===== src/rtl/i2c_master_controller.sv =====
// i2c_master_controller: single-transaction I2C bus master.
// START, address + R/W, NBYTES data bytes (write or read), STOP, then Done.
// Optional feature macro: I2C_MASTER_CLOCK_STRETCH_EN (slave clock stretching on SCL_I).
module i2c_master_controller #(
    parameter int ADDRESSLENGTH = 7,
    parameter int NBYTES        = 4,
    parameter int CLKDIV        = 250
) (
    input  logic                       CLK,
    input  logic                       RST,
    input  logic                       Start,
    input  logic                       RorW,
    input  logic [ADDRESSLENGTH-1:0]   Address,
    input  logic [8*NBYTES-1:0]        WriteData,
    output logic [8*NBYTES-1:0]        ReadData,
    output logic                       Busy,
    output logic                       Done,
    output logic                       AckError,
    output logic                       SCL_O,
    output logic                       SDA_O,
    input  logic                       SDA_I,
    input  logic                       SCL_I
);

    localparam int CW = $clog2(CLKDIV);
    localparam int BW = $clog2(((ADDRESSLENGTH > 7) ? ADDRESSLENGTH : 7) + 1);
    localparam int YW = $clog2(NBYTES) + 1;
    localparam logic [CW-1:0] CMAX = CW'(CLKDIV - 1);

    typedef enum logic [3:0] {
        S_IDLE, S_START, S_ADDR, S_AACK, S_WDATA,
        S_WACK, S_RDATA, S_RACK, S_STOP, S_DONE
    } state_t;

    state_t            state, state_n;
    logic [1:0]        q, q_n;
    logic [CW-1:0]     cnt, cnt_n;
    logic [BW-1:0]     bitcnt, bitcnt_n;
    logic [YW-1:0]     bytecnt, bytecnt_n;

    logic [ADDRESSLENGTH:0] ash;
    logic                   rw_l;
    logic [8*NBYTES-1:0]    wsh;
    logic [7:0]             rx;
    logic [8*NBYTES-1:0]    rdata;
    logic                   ackerr;

    logic active, in_slot, run, tick, qend;
    logic scl, sda;

    assign active  = (state != S_IDLE) && (state != S_DONE);
    assign in_slot = state inside {S_ADDR, S_AACK, S_WDATA, S_WACK, S_RDATA, S_RACK};

`ifdef I2C_MASTER_CLOCK_STRETCH_EN
    // While SCL is released (q2/q3) a slave holding the line low freezes the quarter counter.
    assign run = !(in_slot && q[1] && !SCL_I);
`else
    logic unused_scl;
    assign unused_scl = SCL_I;
    assign run = 1'b1;
`endif

    assign tick = active && run && (cnt == CMAX);
    assign qend = tick && (q == 2'd3);

    assign SCL_O    = scl;
    assign SDA_O    = sda;
    assign Busy     = (state != S_IDLE);
    assign Done     = (state == S_DONE);
    assign AckError = ackerr;
    assign ReadData = rdata;

    // State register: FSM state, quarter phase, quarter counter, bit and byte counters.
    always_ff @(posedge CLK) begin
        if (RST) begin
            state   <= S_IDLE;
            q       <= '0;
            cnt     <= '0;
            bitcnt  <= '0;
            bytecnt <= '0;
        end else begin
            state   <= state_n;
            q       <= q_n;
            cnt     <= cnt_n;
            bitcnt  <= bitcnt_n;
            bytecnt <= bytecnt_n;
        end
    end

    // Next-state sequencing and bus line levels for each state/quarter.
    always_comb begin
        state_n   = state;
        q_n       = q;
        cnt_n     = cnt;
        bitcnt_n  = bitcnt;
        bytecnt_n = bytecnt;
        scl       = 1'b1;
        sda       = 1'b1;

        if (!active)
            cnt_n = '0;
        else if (run)
            cnt_n = tick ? '0 : cnt + CW'(1);

        if (tick)
            q_n = q + 2'd1;

        case (state)
            S_IDLE: begin
                if (Start) begin
                    state_n   = S_START;
                    q_n       = '0;
                    bitcnt_n  = '0;
                    bytecnt_n = '0;
                end
            end
            S_START: begin
                scl = (q != 2'd3);
                sda = (q == 2'd0);
                if (qend) begin
                    state_n  = S_ADDR;
                    bitcnt_n = '0;
                end
            end
            S_ADDR: begin
                scl = q[1];
                sda = ash[ADDRESSLENGTH];
                if (qend) begin
                    if (bitcnt == BW'(ADDRESSLENGTH)) begin
                        state_n  = S_AACK;
                        bitcnt_n = '0;
                    end else begin
                        bitcnt_n = bitcnt + BW'(1);
                    end
                end
            end
            S_AACK: begin
                scl = q[1];
                if (qend) begin
                    bitcnt_n  = '0;
                    bytecnt_n = '0;
                    if (ackerr)
                        state_n = S_STOP;
                    else if (rw_l)
                        state_n = S_WDATA;
                    else
                        state_n = S_RDATA;
                end
            end
            S_WDATA: begin
                scl = q[1];
                sda = wsh[7];
                if (qend) begin
                    if (bitcnt == BW'(7)) begin
                        state_n  = S_WACK;
                        bitcnt_n = '0;
                    end else begin
                        bitcnt_n = bitcnt + BW'(1);
                    end
                end
            end
            S_WACK: begin
                scl = q[1];
                if (qend) begin
                    if (ackerr || (bytecnt == YW'(NBYTES - 1))) begin
                        state_n = S_STOP;
                    end else begin
                        state_n   = S_WDATA;
                        bytecnt_n = bytecnt + YW'(1);
                    end
                end
            end
            S_RDATA: begin
                scl = q[1];
                if (qend) begin
                    if (bitcnt == BW'(7)) begin
                        state_n  = S_RACK;
                        bitcnt_n = '0;
                    end else begin
                        bitcnt_n = bitcnt + BW'(1);
                    end
                end
            end
            S_RACK: begin
                scl = q[1];
                sda = (bytecnt == YW'(NBYTES - 1));
                if (qend) begin
                    if (bytecnt == YW'(NBYTES - 1)) begin
                        state_n = S_STOP;
                    end else begin
                        state_n   = S_RDATA;
                        bytecnt_n = bytecnt + YW'(1);
                    end
                end
            end
            S_STOP: begin
                scl = (q != 2'd0);
                sda = q[1];
                if (qend)
                    state_n = S_DONE;
            end
            S_DONE: begin
                state_n = S_IDLE;
            end
            default: begin
                state_n = S_IDLE;
            end
        endcase
    end

    // Datapath: request latching, bit shifting, SDA sampling, ACK error and read result capture.
    always_ff @(posedge CLK) begin
        if (RST) begin
            ash    <= '0;
            rw_l   <= 1'b0;
            wsh    <= '0;
            rx     <= '0;
            rdata  <= '0;
            ackerr <= 1'b0;
        end else begin
            if ((state == S_IDLE) && Start) begin
                ash    <= {Address, ~RorW};
                rw_l   <= RorW;
                wsh    <= WriteData;
                ackerr <= 1'b0;
            end
            if (tick && (q == 2'd2)) begin
                if (state == S_RDATA)
                    rx <= {rx[6:0], SDA_I};
                if (((state == S_AACK) || (state == S_WACK)) && SDA_I)
                    ackerr <= 1'b1;
            end
            if (qend) begin
                case (state)
                    S_ADDR:  ash <= {ash[ADDRESSLENGTH-1:0], 1'b0};
                    // Low byte shifts per bit; whole payload drops a byte after each ACK slot.
                    S_WDATA: wsh[7:0] <= {wsh[6:0], 1'b0};
                    S_WACK:  wsh <= wsh >> 8;
                    S_RDATA: begin
                        if (bitcnt == BW'(7)) begin
                            for (int unsigned k = 0; k < NBYTES; k++) begin
                                if (bytecnt == YW'(k))
                                    rdata[8*k +: 8] <= rx;
                            end
                        end
                    end
                    default: ;
                endcase
            end
        end
    end

endmodule

===== config.mk =====
export PLATFORM = sky130hd
export DESIGN_NAME = i2c_master_controller
export DESIGN_NICKNAME = d
export VERILOG_FILES = /design/src/rtl/i2c_master_controller.sv
export SDC_FILE = /design/constraint.sdc
export NUM_CORES = 1
export LEC_CHECK = 0
export CAP_MARGIN = 20
export CELL_PAD_IN_SITES_DETAIL_PLACEMENT = 0
export CELL_PAD_IN_SITES_GLOBAL_PLACEMENT = 1
export CORE_UTILIZATION = 42
export CTS_BUF_LIST = sky130_fd_sc_hd__clkbuf_4
export DETAILED_ROUTE_END_ITERATION = 10
export PLACE_DENSITY = 0.87
export SLEW_MARGIN = 20
export SYNTH_ARGS = -nofsm -noshare
export SYNTH_HDL_FRONTEND = slang
export SYNTH_SLANG_ARGS = --single-unit

===== constraint.sdc =====
create_clock -name CLK -period 2.61 [get_ports CLK]
set_input_delay 0.6525 -clock CLK [delete_from_list [all_inputs] [get_ports CLK]]
set_output_delay 0.6525 -clock CLK [all_outputs]
set_load 0.05 [all_outputs]

==> summary.txt <==
STA
  • Fin crit share: 100.6%
  • Max Fclk: ~380 MHz
  • Pins Over Slew Limit: 0
  • Final Hold Vio Count: 0
  • RSZ-0062 raised after global routing: true
  • Worst-Margin Slew: 0.5893 ns
  • PnR worst setup slack: -0.01640 ns
  • Final setup vio count: 1
  • Crit path time final: around 2.6 ns
  • Slew Limit Headroom: ~61%
  • Setup tns final: -0.01640 ns
  • Clock Skew: between 0.015 and 0.02 ns

Clock tree
  • Clock Root Buffer: clkbuf_4
  • CTS tree: done
  • CTS max path bufs: 2
  • CTS buffer count: 9
  • Htree depth: 3
  • Hold_buf cts: 0
  • Worst skew pair latency: roughly 0.48 ns
  • Clock Sinks: between 100 and 150
  • Clock transition at path regs: roughly 0.17 ns

Yosys
  • Synthesized flop and latch total: about 100
  • Cells after synthesis: slightly above 500
  • Post-Synthesis Cell Area: around 0.0048 sq mm
  • Top_reg_cell synth: dfxtp_1
  • Seq/Total Area, Yosys: between 40 and 50%
  • Post-synth ARST share: 0%
  • Yosys Warn Count: 0
  • Syn_nets: 573
  • Syn Area/Cell: 9.239 sq um
  • Netlist cell types: 54
  • Number of synthesized flops with an enable pin: 0

GRT
  • Global route overflow: 0
  • Pin count of the biggest net entering global routing: 34
  • Initial antenna violation count: 0
  • GR Util All Layers: between 20 and 25%
  • First-pass GRT wire length: approximately 19000 microns
  • Number of global-route vias before repair: between 3000 and 4000

Place
  • PortBufs: 80
  • Cell Count Post-Placement: 722
  • Cell Area, Placed: roughly 0.0058 sq mm
  • Gpl congestion: slightly above 0.8
  • DP HPWL: around 8200 microns

Floorplanning
  • Die ar.: between 0.01 and 0.015 sq mm
  • Row count: 38
  • # IOs: 82
  • Die Span X: approximately 110 microns
  • DIE HEIGHT: around 110 microns
  • Starting Density: roughly 44%
  • Core area: 0.01094 sq mm

Drt
  • DRT Pass-1 Iters: 4
  • DRC: 0
  • Final ANT Viol Nets: 0
  • WL per Instance: approximately 16 microns
  • Total number of vias: slightly below 4000
  • WL final: ~12000 microns
  • Detailed-route vias per instance: about 5.4
  • Drt initial violations: between 200 and 300

Power
  • Share of power burned in registers: a little under half
  • Net Sw Frac: 34.46%
  • Power density over the cells: ~640 mW/mm^2
  • Reported net switching power: 1.319 mW
  • Int Power: about 2.5 mW
  • VDD IR max: roughly 0.41 mV
  • Clock share of power: between 20% and 30%
  • Combinational share of power: ~30%
  • P_leak: ~2.6 nW

Critical path
  • CP required: roughly 2.0 ns
  • Nature of the critical path startpoint: register
  • Crit path DAT: roughly 2.0 ns
  • Reg2reg path depth: 5
  • Critical path class: reg -> out
  • CP max FO: 2
  • Reg2Reg Launch Point: q[1]$_SDFF_PP0_
  • Reg-to-reg endpoint: bytecnt[2]$_SDFFE_PP0P_
  • CP Capture Type: output port
  • R2R Setup Slk: roughly 0.46 ns

Layout
  • Antenna Cells: 0
  • Fillers: 1033
  • Layout cells sized above 1: between 10% and 20%
  • Synth-to-Final Area Change: 26.40%
  • Commonest non-fill, non-tap cell in the layout: dfxtp_1
  • Finished Layout Cells: 740
  • Final Cell Area: 0.006026 sq mm
  • Multi-input gate area: between 0.002 and 0.003 sq mm
  • Commonest cells after routing, fill and taps aside: dfxtp_1, nor2_1, clkdlybuf4s50_1
  • Nets: 652
  • Register area: between 0.002 and 0.0025 sq mm
  • Core Util, Final: a little under three fifths

Hold path
  • Hold Path Depth: 2
  • Hold path start: rw_l$_SDFFE_PP0P_
  • Worst hold-check path type: reg -> reg
  • WHS Endpoint: rw_l$_SDFFE_PP0P_

Run status
  • Status: finished, violations left
  • Failing checks: setup timing

Run
  • Number of max-cap violations: 0
## stage by stage
step	power [mW]	hold slack (ns)	setup WS (ns)
2_1_floorplan	2.592	0.4332	0.05551
3_3_place_gp	2.908	0.4427	0.07003
3_5_place_dp	2.934	0.4454	0.003353
4_1_cts	3.823	0.4668	-0.002574
5_1_grt	4.049	0.4960	-0.1526
6_report	3.829	0.4673	-0.01640
## cell usage after synthesis (all sizes together), types with 2 or more instances
cell	number	share of area, %
and4b	4	0.84
a21oi	23	2.4
inv	12	0.94
nand3	16	1.7
clkbuf	21	1.9
xnor2	8	1.5
a32o	2	0.42
nand4b	2	0.37
o21ai	17	1.8
nand2	49	3.9
mux2i	60	13
a311oi	8	1.5
or2	3	0.39
and2	2	0.26
nor2	80	6.6
a31oi	2	0.26
nand4	7	1.6
nor2b	2	0.26
nor3b	4	0.73
and3	4	0.52
xor2	2	0.37
nor3	9	1.0
buf	14	2.4
nor4b	3	0.55
a211oi	20	3.3
ha	12	3.1
dfxtp	102	43
mux2	3	0.71
o311ai	3	0.55
or3	2	0.26
a221o	7	1.5
o41ai	2	0.37
## worst max path at each step
| stage | end | cells after the start | slack [ns] | from |
|---|---|---|---|---|
| CTS | SDA_O | 7 | -0.003 | bytecnt[1]$_SDFFE_PP0P_ |
| detailed placement | wsh[5]$_SDFF_PP0_ | 6 | 0.003 | Start |
| finish | SDA_O | 7 | -0.02 | bytecnt[0]$_SDFFE_PP0P_ |
| global placement | wsh[4]$_SDFF_PP0_ | 6 | 0.07 | Start |
| global route | SDA_O | 7 | -0.15 | bytecnt[1]$_SDFFE_PP0P_ |
| floorplan | SDA_O | 6 | 0.06 | bytecnt[0]$_SDFFE_PP0P_ |
## power by group through the flow
stage	Sequential [mW]	Clock (mW)	Combinational (mW)
3_5_place_dp	1.84	0	1.10
6_report	1.82	0.859	1.15
2_1_floorplan	1.78	0	0.814
5_1_grt	1.84	0.952	1.26
4_1_cts	1.81	0.887	1.13
3_3_place_gp	1.83	0	1.08
## registers in the layout, summed over array words and instances, names as in the netlist
signal    count
ReadData     32
wsh          32
ash           8
cnt           8
rx            8
state         4
bitcnt        3
bytecnt       3
q             2
AckError      1
rw_l          1
## final cells by class
cell class	instances	area share [%]
Clock buffer	9	1.121
Clock inverter	7	1.350
Inverter	12	0.7475
Multi-Input combinational cell	367	42.05
Sequential cell	102	34.16
Tap cell	140	2.907
Timing Repair Buffer	103	17.67
## what timing repair did
item / 4_1_cts / 5_1_grt
pin swaps: 4 / 6
resized for setup: 12 / 14
buffers inserted: 2 / 0
endpoints found under the setup margin: 4 / 4
## cells by family (layout without fill, tap and decap cells)
group	count (synthesis)	after routing	share of synthesized area (%)
and+or+nand+nor	192	192	20.00
muxes	63	63	13.31
adders and majority gates	12	12	3.150
xor gates and xnor gates	10	10	1.837
buffers and inverters	47	131	5.249
DFF	102	102	42.83
AOI/OAI and AO/OA	90	90	13.62
## critical path, cell delays in order, from the launching register on
cell,delay (ns)
dfxtp_2,0.39
ha_4,0.14
ha_4,0.14
inv_2,0.04
a311oi_2,0.27
nor3_2,0.06
a31oi_1,0.16
bufbuf_16,0.30
## layer usage
layer  wire (microns)  GRT usage [%]  vias to the layer above
met5                0              0                        -
met4              179          8.301                        0
met3              390          3.255                       15
met2             5632          34.40                       91
met1             5334          26.78                     1872
li1                 -              -                     1999
No activity file was read; power rests on OpenSTA's default activity.
